--- config.mk ---
export PLATFORM = sky130hd
export DESIGN_NAME = pe_addr_gen_ram
export DESIGN_NICKNAME = d
export VERILOG_FILES = /design/src/rtl/pe_addr_gen_ram.sv
export SDC_FILE = /design/constraint.sdc
export NUM_CORES = 1
export LEC_CHECK = 0
export CORE_MARGIN = 1.5
export CORE_UTILIZATION = 58
export CTS_CLUSTER_DIAMETER = 120
export CTS_CLUSTER_SIZE = 28
export DETAILED_ROUTE_END_ITERATION = 6
export PLACE_DENSITY = 0.74
export SLEW_MARGIN = 10
export SYNTH_ARGS = -nofsm -noshare
export SYNTH_HDL_FRONTEND = slang
export SYNTH_SLANG_ARGS = --single-unit
--- constraint.sdc ---
create_clock -name clk -period 2.4 [get_ports clk]
set_input_delay 0.48 -clock clk [delete_from_list [all_inputs] [get_ports clk]]
set_output_delay 0.48 -clock clk [all_outputs]
set_load 0.1 [all_outputs]
--- src/rtl/pe_addr_gen_ram.sv ---
// LDPC PE storage core: three circular edge-address generators, three lock-step
// extrinsic RAM banks and a ping-pong hard-decision RAM pair. Optional PE_ADDR_WRAP_FLAG_EN adds ag_last.
`timescale 1ns/1ps

module pe_addr_gen_ram_bank #(
    parameter int AW    = 5,
    parameter int DW    = 6,
    parameter int DEPTH = 1 << AW
) (
    input  logic          clk,
    input  logic          reset,
    input  logic          cs_i,
    input  logic          we_i,
    input  logic [AW-1:0] add_i,
    input  logic [DW-1:0] data_i,
    output logic [DW-1:0] data_o
);
    logic [DW-1:0] mem_q [DEPTH];
    logic [DW-1:0] data_q;

    // Reset wipes the whole array so a new code block never sees stale messages.
    always_ff @(posedge clk) begin
        if (reset) begin
            for (int i = 0; i < DEPTH; i++) mem_q[i] <= '0;
            data_q <= '0;
        end else if (cs_i) begin
            if (we_i) mem_q[add_i] <= data_i;
            else      data_q       <= mem_q[add_i];
        end
    end

    assign data_o = data_q;
endmodule

module pe_addr_gen_ram #(
    parameter int L              = 32,
    parameter int ADDR_WIDTH     = 5,
    parameter int RAM_DEPTH      = 1 << ADDR_WIDTH,
    parameter int COUNT_FROM_1   = 0,
    parameter int COUNT_FROM_2   = 0,
    parameter int COUNT_FROM_3   = 0,
    parameter int MESSAGE_WIDTH  = 5,
    parameter int DECISION_WIDTH = 1
) (
    input  logic                             clk,
    input  logic                             reset,
    input  logic                             ag_en,
    input  logic                             ag_clear,
    output logic [3*ADDR_WIDTH-1:0]          ag_out,
`ifdef PE_ADDR_WRAP_FLAG_EN
    output logic                             ag_last,
`endif
    input  logic [3*ADDR_WIDTH-1:0]          ext_add,
    input  logic                             ext_we,
    input  logic                             ext_cs,
    input  logic [3*(MESSAGE_WIDTH+1)-1:0]   ext_data_in,
    output logic [3*(MESSAGE_WIDTH+1)-1:0]   ext_data_out,
    input  logic [2*ADDR_WIDTH-1:0]          dec_add,
    input  logic [1:0]                       dec_we,
    input  logic [1:0]                       dec_cs,
    input  logic [2*DECISION_WIDTH-1:0]      dec_data_in,
    output logic [2*DECISION_WIDTH-1:0]      dec_data_out
);
    localparam int EW = MESSAGE_WIDTH + 1;
    localparam logic [ADDR_WIDTH-1:0] AG_LAST = ADDR_WIDTH'(L - 1);
    localparam logic [2:0][ADDR_WIDTH-1:0] AG_START = {
        ADDR_WIDTH'(COUNT_FROM_3), ADDR_WIDTH'(COUNT_FROM_2), ADDR_WIDTH'(COUNT_FROM_1)};

    logic [2:0][ADDR_WIDTH-1:0] ag_q, ag_d;

    // Generators always move together, so their start offsets stay fixed relative to each other.
    always_comb begin
        ag_d = ag_q;
        if (ag_clear) begin
            ag_d = AG_START;
        end else if (ag_en) begin
            for (int i = 0; i < 3; i++)
                ag_d[i] = (ag_q[i] == AG_LAST) ? '0 : ag_q[i] + 1'b1;
        end
    end

    always_ff @(posedge clk) begin
        if (reset) ag_q <= AG_START;
        else       ag_q <= ag_d;
    end

    assign ag_out = ag_q;

`ifdef PE_ADDR_WRAP_FLAG_EN
    assign ag_last = (ag_q[0] == AG_LAST);
`endif

    for (genvar i = 0; i < 3; i++) begin : g_ext
        pe_addr_gen_ram_bank #(.AW(ADDR_WIDTH), .DW(EW), .DEPTH(RAM_DEPTH)) u_bank (
            .clk    (clk),
            .reset  (reset),
            .cs_i   (ext_cs),
            .we_i   (ext_we),
            .add_i  (ext_add[i*ADDR_WIDTH +: ADDR_WIDTH]),
            .data_i (ext_data_in[i*EW +: EW]),
            .data_o (ext_data_out[i*EW +: EW])
        );
    end

    // Decision banks are independent so one frame can be written while the other is read out.
    for (genvar i = 0; i < 2; i++) begin : g_dec
        pe_addr_gen_ram_bank #(.AW(ADDR_WIDTH), .DW(DECISION_WIDTH), .DEPTH(RAM_DEPTH)) u_bank (
            .clk    (clk),
            .reset  (reset),
            .cs_i   (dec_cs[i]),
            .we_i   (dec_we[i]),
            .add_i  (dec_add[i*ADDR_WIDTH +: ADDR_WIDTH]),
            .data_i (dec_data_in[i*DECISION_WIDTH +: DECISION_WIDTH]),
            .data_o (dec_data_out[i*DECISION_WIDTH +: DECISION_WIDTH])
        );
    end
endmodule

# After elaboration in Yosys (flattened, before gate mapping)

Memory sizes are Yosys's and may differ from the RTL's. A register that Yosys moved wholly into a read port is not among the register bits.
Cells that the tools add are included.

Output and inout port bits: 35
Word-level logic and storage cells: 58
Memories: 5
Register bits: 15
Bits of input ports: 55
RAM bits: 640

Memories:

| memory                | depth | bits a word | rd ports | clocked after memory_dff | wr ports | RTL line | RTL |
|---|---|---|---|---|---|---|---|
| g_ext[0].u_bank.mem_q | 32    | 6           | 1        | 1                        | 32       | 18       | `logic [DW-1:0] mem_q [DEPTH];` |
| g_ext[1].u_bank.mem_q | 32    | 6           | 1        | 1                        | 32       | 18       |  |
| g_ext[2].u_bank.mem_q | 32    | 6           | 1        | 1                        | 32       | 18       |  |
| g_dec[0].u_bank.mem_q | 32    | 1           | 1        | 1                        | 32       | 18       |  |
| g_dec[1].u_bank.mem_q | 32    | 1           | 1        | 1                        | 32       | 18       |  |

Eq/ne operators: 3
Bitwise logic cells: 3
Add/subtract/negate cells: 3
Reduce and logical (&&, ||, !) cells: 9
Muxes and demuxes: 32

Operator list:

| cell                  | number |
|---|---|
| $mux W5               | 8 |
| $mux W1               | 21 |
| $mux W6               | 3 |
| $reduce_or A6 Y1      | 3 |
| $add A5 B1 Y5 const B | 3 |
| $eq A5 B5 Y1 const B  | 3 |
| $reduce_and A2 Y1     | 3 |
| $not A1 Y1            | 3 |
| $reduce_or A1 Y1      | 2 |
| $reduce_or A2 Y1      | 1 |

# Depth between registers and ports, before layout

Word-level depth: 6
Mapped depth: 8
Mapped depth without buffers: 6

# Modules after synthesis

From an unflattened synthesis, not the netlist that was laid out.

Cell total of the unflattened synthesis: 2529
Area total of the unflattened synthesis: 33178.1 µm²

Modules (own cells, without submodules):

| module                                     | area an instance (µm²) | instances | cells an instance | sequential area each (µm²) |
|---|---|---|---|---|
| pe_addr_gen_ram_bank (g_ext[0].u_bank ...) | 9554.2                 | 3         | 703               | 5885.6 |
| pe_addr_gen_ram_bank (g_dec[1].u_bank)     | 1941.9                 | 1         | 169               | 980.9 |
| pe_addr_gen_ram_bank (g_dec[0].u_bank)     | 1856.8                 | 1         | 170               | 980.9 |
| pe_addr_gen_ram                            | 716.9                  | 1         | 81                | 300.3 |

# Least setup slack after synthesis

Ideal clock, no wire load.

Path type: reg2reg
Start point: register ag_q (netlist bit ag_out[0])
End point: register ag_q (netlist bit ag_out[3])
Setup time: 0.128 ns
Cell stages (with the launch flop): 7
Arrival: 1.959 ns
Buffers on the path: 0
Clock period less this slack: 2.087 ns
Data required time: 2.272 ns
Slack: 0.313 ns
Cell sequence: dfxtp_1 ha_1 and3_1 ha_1 o21ai_0 a22oi_1 nor2_1

Longest elaborated chain between the ends: 2
Elaborated cells between the ends (all ways): 3
Those cells by class: add/sub: 1; eq/ne: 1; mux: 1

Ends and longest elaborated chain:

| element                                       | RTL line | RTL |
|---|---|---|
| start: declaration                            | 69       | `logic [2:0][ADDR_WIDTH-1:0] ag_q, ag_d;` |
| start signal: assignment                      | 84       | `else ag_q <= ag_d;` |
| $add A5 B1 Y5 or $eq A5 B5 Y1 (tied branches) | 78       | `ag_d[i] = (ag_q[i] == AG_LAST) ? '0 : ag_q[i] + 1'b1;` |
| $mux W5 (*)                                   | 78       |  |

Every way passes the cells marked *; elsewhere a longest branch is shown, timed or not.
A chain may end at the register's enable or synchronous reset.

==> flow_summary_export.csv <==
group,metric,value,unit
yosys,synth-edff-count,640,
floorplan,initial_utilization,59.0,%
yosys,yosysTopAreaCellShare,58.9,%
outcome,outcome,"finished clean",
timing,final_critical_path_setup_slack,465,ps
hold_path,worst_hold_path_type,"primary input to flop",
setup_path,critical_path.reg2reg.startpoint,"g_ext[1].u_bank.mem_q[20][4]",
floorplan,placeableCoreArea,0.0553,mm²
yosys,yosys.area.top_type,"sky130_fd_sc_hd__edfxtp_1",
placed_design,dpl.hpwl,51.7,mm
cts,clk_path_buf_depth,3,
job,cap_viol_max_count,0,
global_routing,antenna_found_initial,0,
placed_design,gp_congestion,0.921,
routing,wirelength_met1,31.6,mm
routing,wl_met3,6.08,mm
routing,vias,20700,
global_routing,grt_max_degree,91,
setup_path,crit_path_start_kind,"primary input",
routing,vias_per_cell,6.17,
timing,tightest_slew,594,ps
global_routing,wire_length_of_the_first_global_routing_pass,118,mm
power,irDropWorstVdd,664,µV
yosys,ys_types,68,
cts,cts-buffers-inserted,28,
cts,cts_max_level,1,
final_layout,fin_area,0.0363,mm²
routing,initialDrtViolationCount,2120,
cts,clkTransAtPathRegs,110,ps
hold_path,worstHoldPathCells,3,
final_layout,finalNetCount,2650,
placed_design,io_buffers,89,
timing,fmaxAchievable,0.517,GHz
routing,wire_per_inst,23.0,µm
yosys,yosys_warnings,0,
setup_path,worstSetupEndpointType,"flop",
timing,max_slew_margin,60.3,%
routing,first_pass_iters,5,
setup_path,timing_worst_setup_path_type,"primary input to flop",
setup_path,cpPeakStageDelay,610,ps
global_routing,grt_use_total,27.0,%
yosys,synthesis.instances,2452,
yosys,synth_seq_area_share,61.0,%
timing,fin_worst_hold_slack,402,ps
setup_path,crit_path_cell_trace,"clkdlybuf4s50_1, nand2_1, nor2_1, buf_4, nand3b_1, buf_4, nor2_1, or2_2",
floorplan,placementRows,86,
routing,met2_wirelength,37.3,mm
yosys,syn_area,0.0326,mm²
final_layout,filler_instances,4060,
floorplan,die_h,240,µm
setup_path,r2r-end,"g_ext[1].u_bank.data_o[4]",
timing,rsz_0062_raised_after_global_routing,"no",
timing,finalHoldViolations,0,
cts,cts.repair.resized,0,
yosys,ys_seq_elements,675,
routing,route.antenna.remaining_nets,0,
setup_path,cp_max_fo,7,
timing,final_min_period_over_clock_period,80.6,%
final_layout,commonest_non_fill_non_tap_cells_in_the_layout,"640 x sky130_fd_sc_hd__edfxtp_1, 317 x sky130_fd_sc_hd__and2_1, 283 x sky130_fd_sc_hd__and3_1",
timing,final-max-slew-violation-count,0,
yosys,top_flip_flop_cell_by_instance_count_after_synthesis,"sky130_fd_sc_hd__edfxtp_1",
final_layout,multi_input_comb_area,0.0116,mm²
global_routing,via_count_of_the_first_global_routing_pass,20400,
final_layout,post_route_cells_drive_above_1_share,19.3,%
hold_path,hold_path_end,"ag_out[11]",
final_layout,antenna_cells,0,
setup_path,cp_slowest_cell,"sky130_fd_sc_hd__clkdlybuf4s50_1",
timing,clk_skew,31.6,ps
setup_path,cp_data_required_time,2720,ps
power,power_per_standard_cell_area,605,mW/mm²
floorplan,die_width,240,µm
hold_path,hp-start,"reset",
yosys,async_reset_ff_share,0,%
timing,setup_violations,0,
setup_path,reg2reg_setup_slack,530,ps
cts,count_of_buffers_added_by_post_cts_timing_repair_for_setup,0,
floorplan,floorplan.io_pins,90,
yosys,mappedNetlistNets,2513,
floorplan,die_area,0.0577,mm²
placed_design,dpl_worst_slack,-175,ps
final_layout,finalCoreUtilization,65.6,%
final_layout,mostFrequentLayoutCell,"sky130_fd_sc_hd__edfxtp_1",
cts,clock_root_buffer,"sky130_fd_sc_hd__clkbuf_16",
timing,period_minus_slack,1940,ps
setup_path,worst-r2r-cell-count,4,
yosys,ys_top_cells_by_area,"sky130_fd_sc_hd__edfxtp_1 59%, sky130_fd_sc_hd__mux4_2 6.3%, sky130_fd_sc_hd__and2_1 6.1%",
cts,cts.hold.buffers_added,0,
placed_design,post_dp_cell_area,0.0354,mm²
global_routing,overflow,0,
power,power.leakage,14.3,nW
cts,cts.sinks,675,
routing,finalWirelength,77.1,mm
cts,clk-insertion-delay-late,620,ps
yosys,syn_area_per_cell,13.3,µm²
routing,detail_route.drc_violations,0,
final_layout,area_delta_synth_final,11.1,%
final_layout,ff_latch_area,0.0199,mm²
setup_path,timing.critical_path.arrival,2260,ps
cts,tritoncts,"yes",
routing,top_layer_used,"met4",
## synth_stat cells (10+ instances only)
cell / n
sky130_fd_sc_hd__edfxtp_1: 640
sky130_fd_sc_hd__and2_1: 317
sky130_fd_sc_hd__and3_1: 283
sky130_fd_sc_hd__nor2_1: 175
sky130_fd_sc_hd__clkbuf_1: 157
sky130_fd_sc_hd__mux2i_1: 121
sky130_fd_sc_hd__mux4_2: 91
sky130_fd_sc_hd__a21o_1: 77
sky130_fd_sc_hd__nand2_1: 60
sky130_fd_sc_hd__or2_2: 59
sky130_fd_sc_hd__o21bai_1: 37
sky130_fd_sc_hd__dfxtp_1: 35
sky130_fd_sc_hd__o21ai_0: 33
sky130_fd_sc_hd__buf_2: 26
sky130_fd_sc_hd__buf_4: 25
sky130_fd_sc_hd__o22ai_1: 25
sky130_fd_sc_hd__nand3_1: 22
sky130_fd_sc_hd__a21oi_1: 21
sky130_fd_sc_hd__nor3_1: 19
sky130_fd_sc_hd__buf_6: 16
sky130_fd_sc_hd__nand3b_1: 14
sky130_fd_sc_hd__or3_1: 13
sky130_fd_sc_hd__nor2b_1: 12
sky130_fd_sc_hd__a22o_1: 11
sky130_fd_sc_hd__a311oi_1: 11
sky130_fd_sc_hd__nand2b_1: 11
sky130_fd_sc_hd__a22oi_1: 10
sky130_fd_sc_hd__mux2_2: 10
sky130_fd_sc_hd__nor4_1: 10
## worst max-delay path: cells and delay by family
family                 cells  cell delay [ps]
buffers and inverters      3              960
AND/OR/NAND/NOR            5              800
## where the power goes
group	switching [W]	internal (W)	total (W)
Clock	0.00355	0.00232	0.00587
Sequential	0.000235	0.0134	0.0137
Combinational	0.00145	0.000929	0.00238
## kinds of logic after synthesis
| kind of cell | count (synthesis) | synth area share (%) |
|---|---|---|
| adders and majority gates | 6 | 0.230 |
| AOI/OAI and AO/OA | 263 | 5.78 |
| buffers and inverters | 240 | 3.57 |
| DFF | 675 | 61.0 |
| and+or+nand+nor | 1038 | 18.4 |
| muxes | 230 | 11.0 |
## area by class of cell
type,count,share of cell area [%]
Clock buffer,50,2.22
Clock inverter,1,0.0828
Sequential cell,675,54.9
Inverter,6,0.0621
Timing Repair Buffer,341,8.20
Multi-Input combinational cell,1537,31.9
Tap cell,748,2.58
## registers in the layout, indices dropped and copies added, names as in the netlist
name                 count
g_ext.u_bank.mem_q     576
g_dec.u_bank.mem_q      64
g_ext.u_bank.data_o     18
ag_out                  15
g_dec.u_bank.data_o      2
## how the worst max path moves through the flow
stage               slack (ps)                          end       start  depth (start not counted)
floorplan                  310                    ag_out[3]   ag_out[0]                          6
finish                     460  g_ext[2].u_bank.mem_q[5][3]      ext_cs                          8
global route               340  g_ext[2].u_bank.mem_q[5][4]      ext_cs                          8
CTS                        490  g_ext[2].u_bank.mem_q[5][3]      ext_cs                          8
global placement          -150    g_ext[1].u_bank.data_o[4]  ext_add[7]                          8
detailed placement        -180  g_ext[2].u_bank.mem_q[5][4]      ext_cs                          8
## through the flow
step	cells	TNS [ps]	power, W
floorplan	2452	0	0.0154
detailed placement	3307	-42900	0.0163
CTS	3358	0	0.0220
global placement	3307	-26330	0.0162
global route	3358	0	0.0226
finish	3358	0	0.0219
## routing by layer
layer / track usage (%) / vias to the layer above
met1: 37.8 / 10400
li1: - / 9400
met3: 3.47 / 132
met4: 7.93 / 0
met2: 44.7 / 850
met5: 0 / -
No activity file was read; power rests on OpenSTA's default activity.
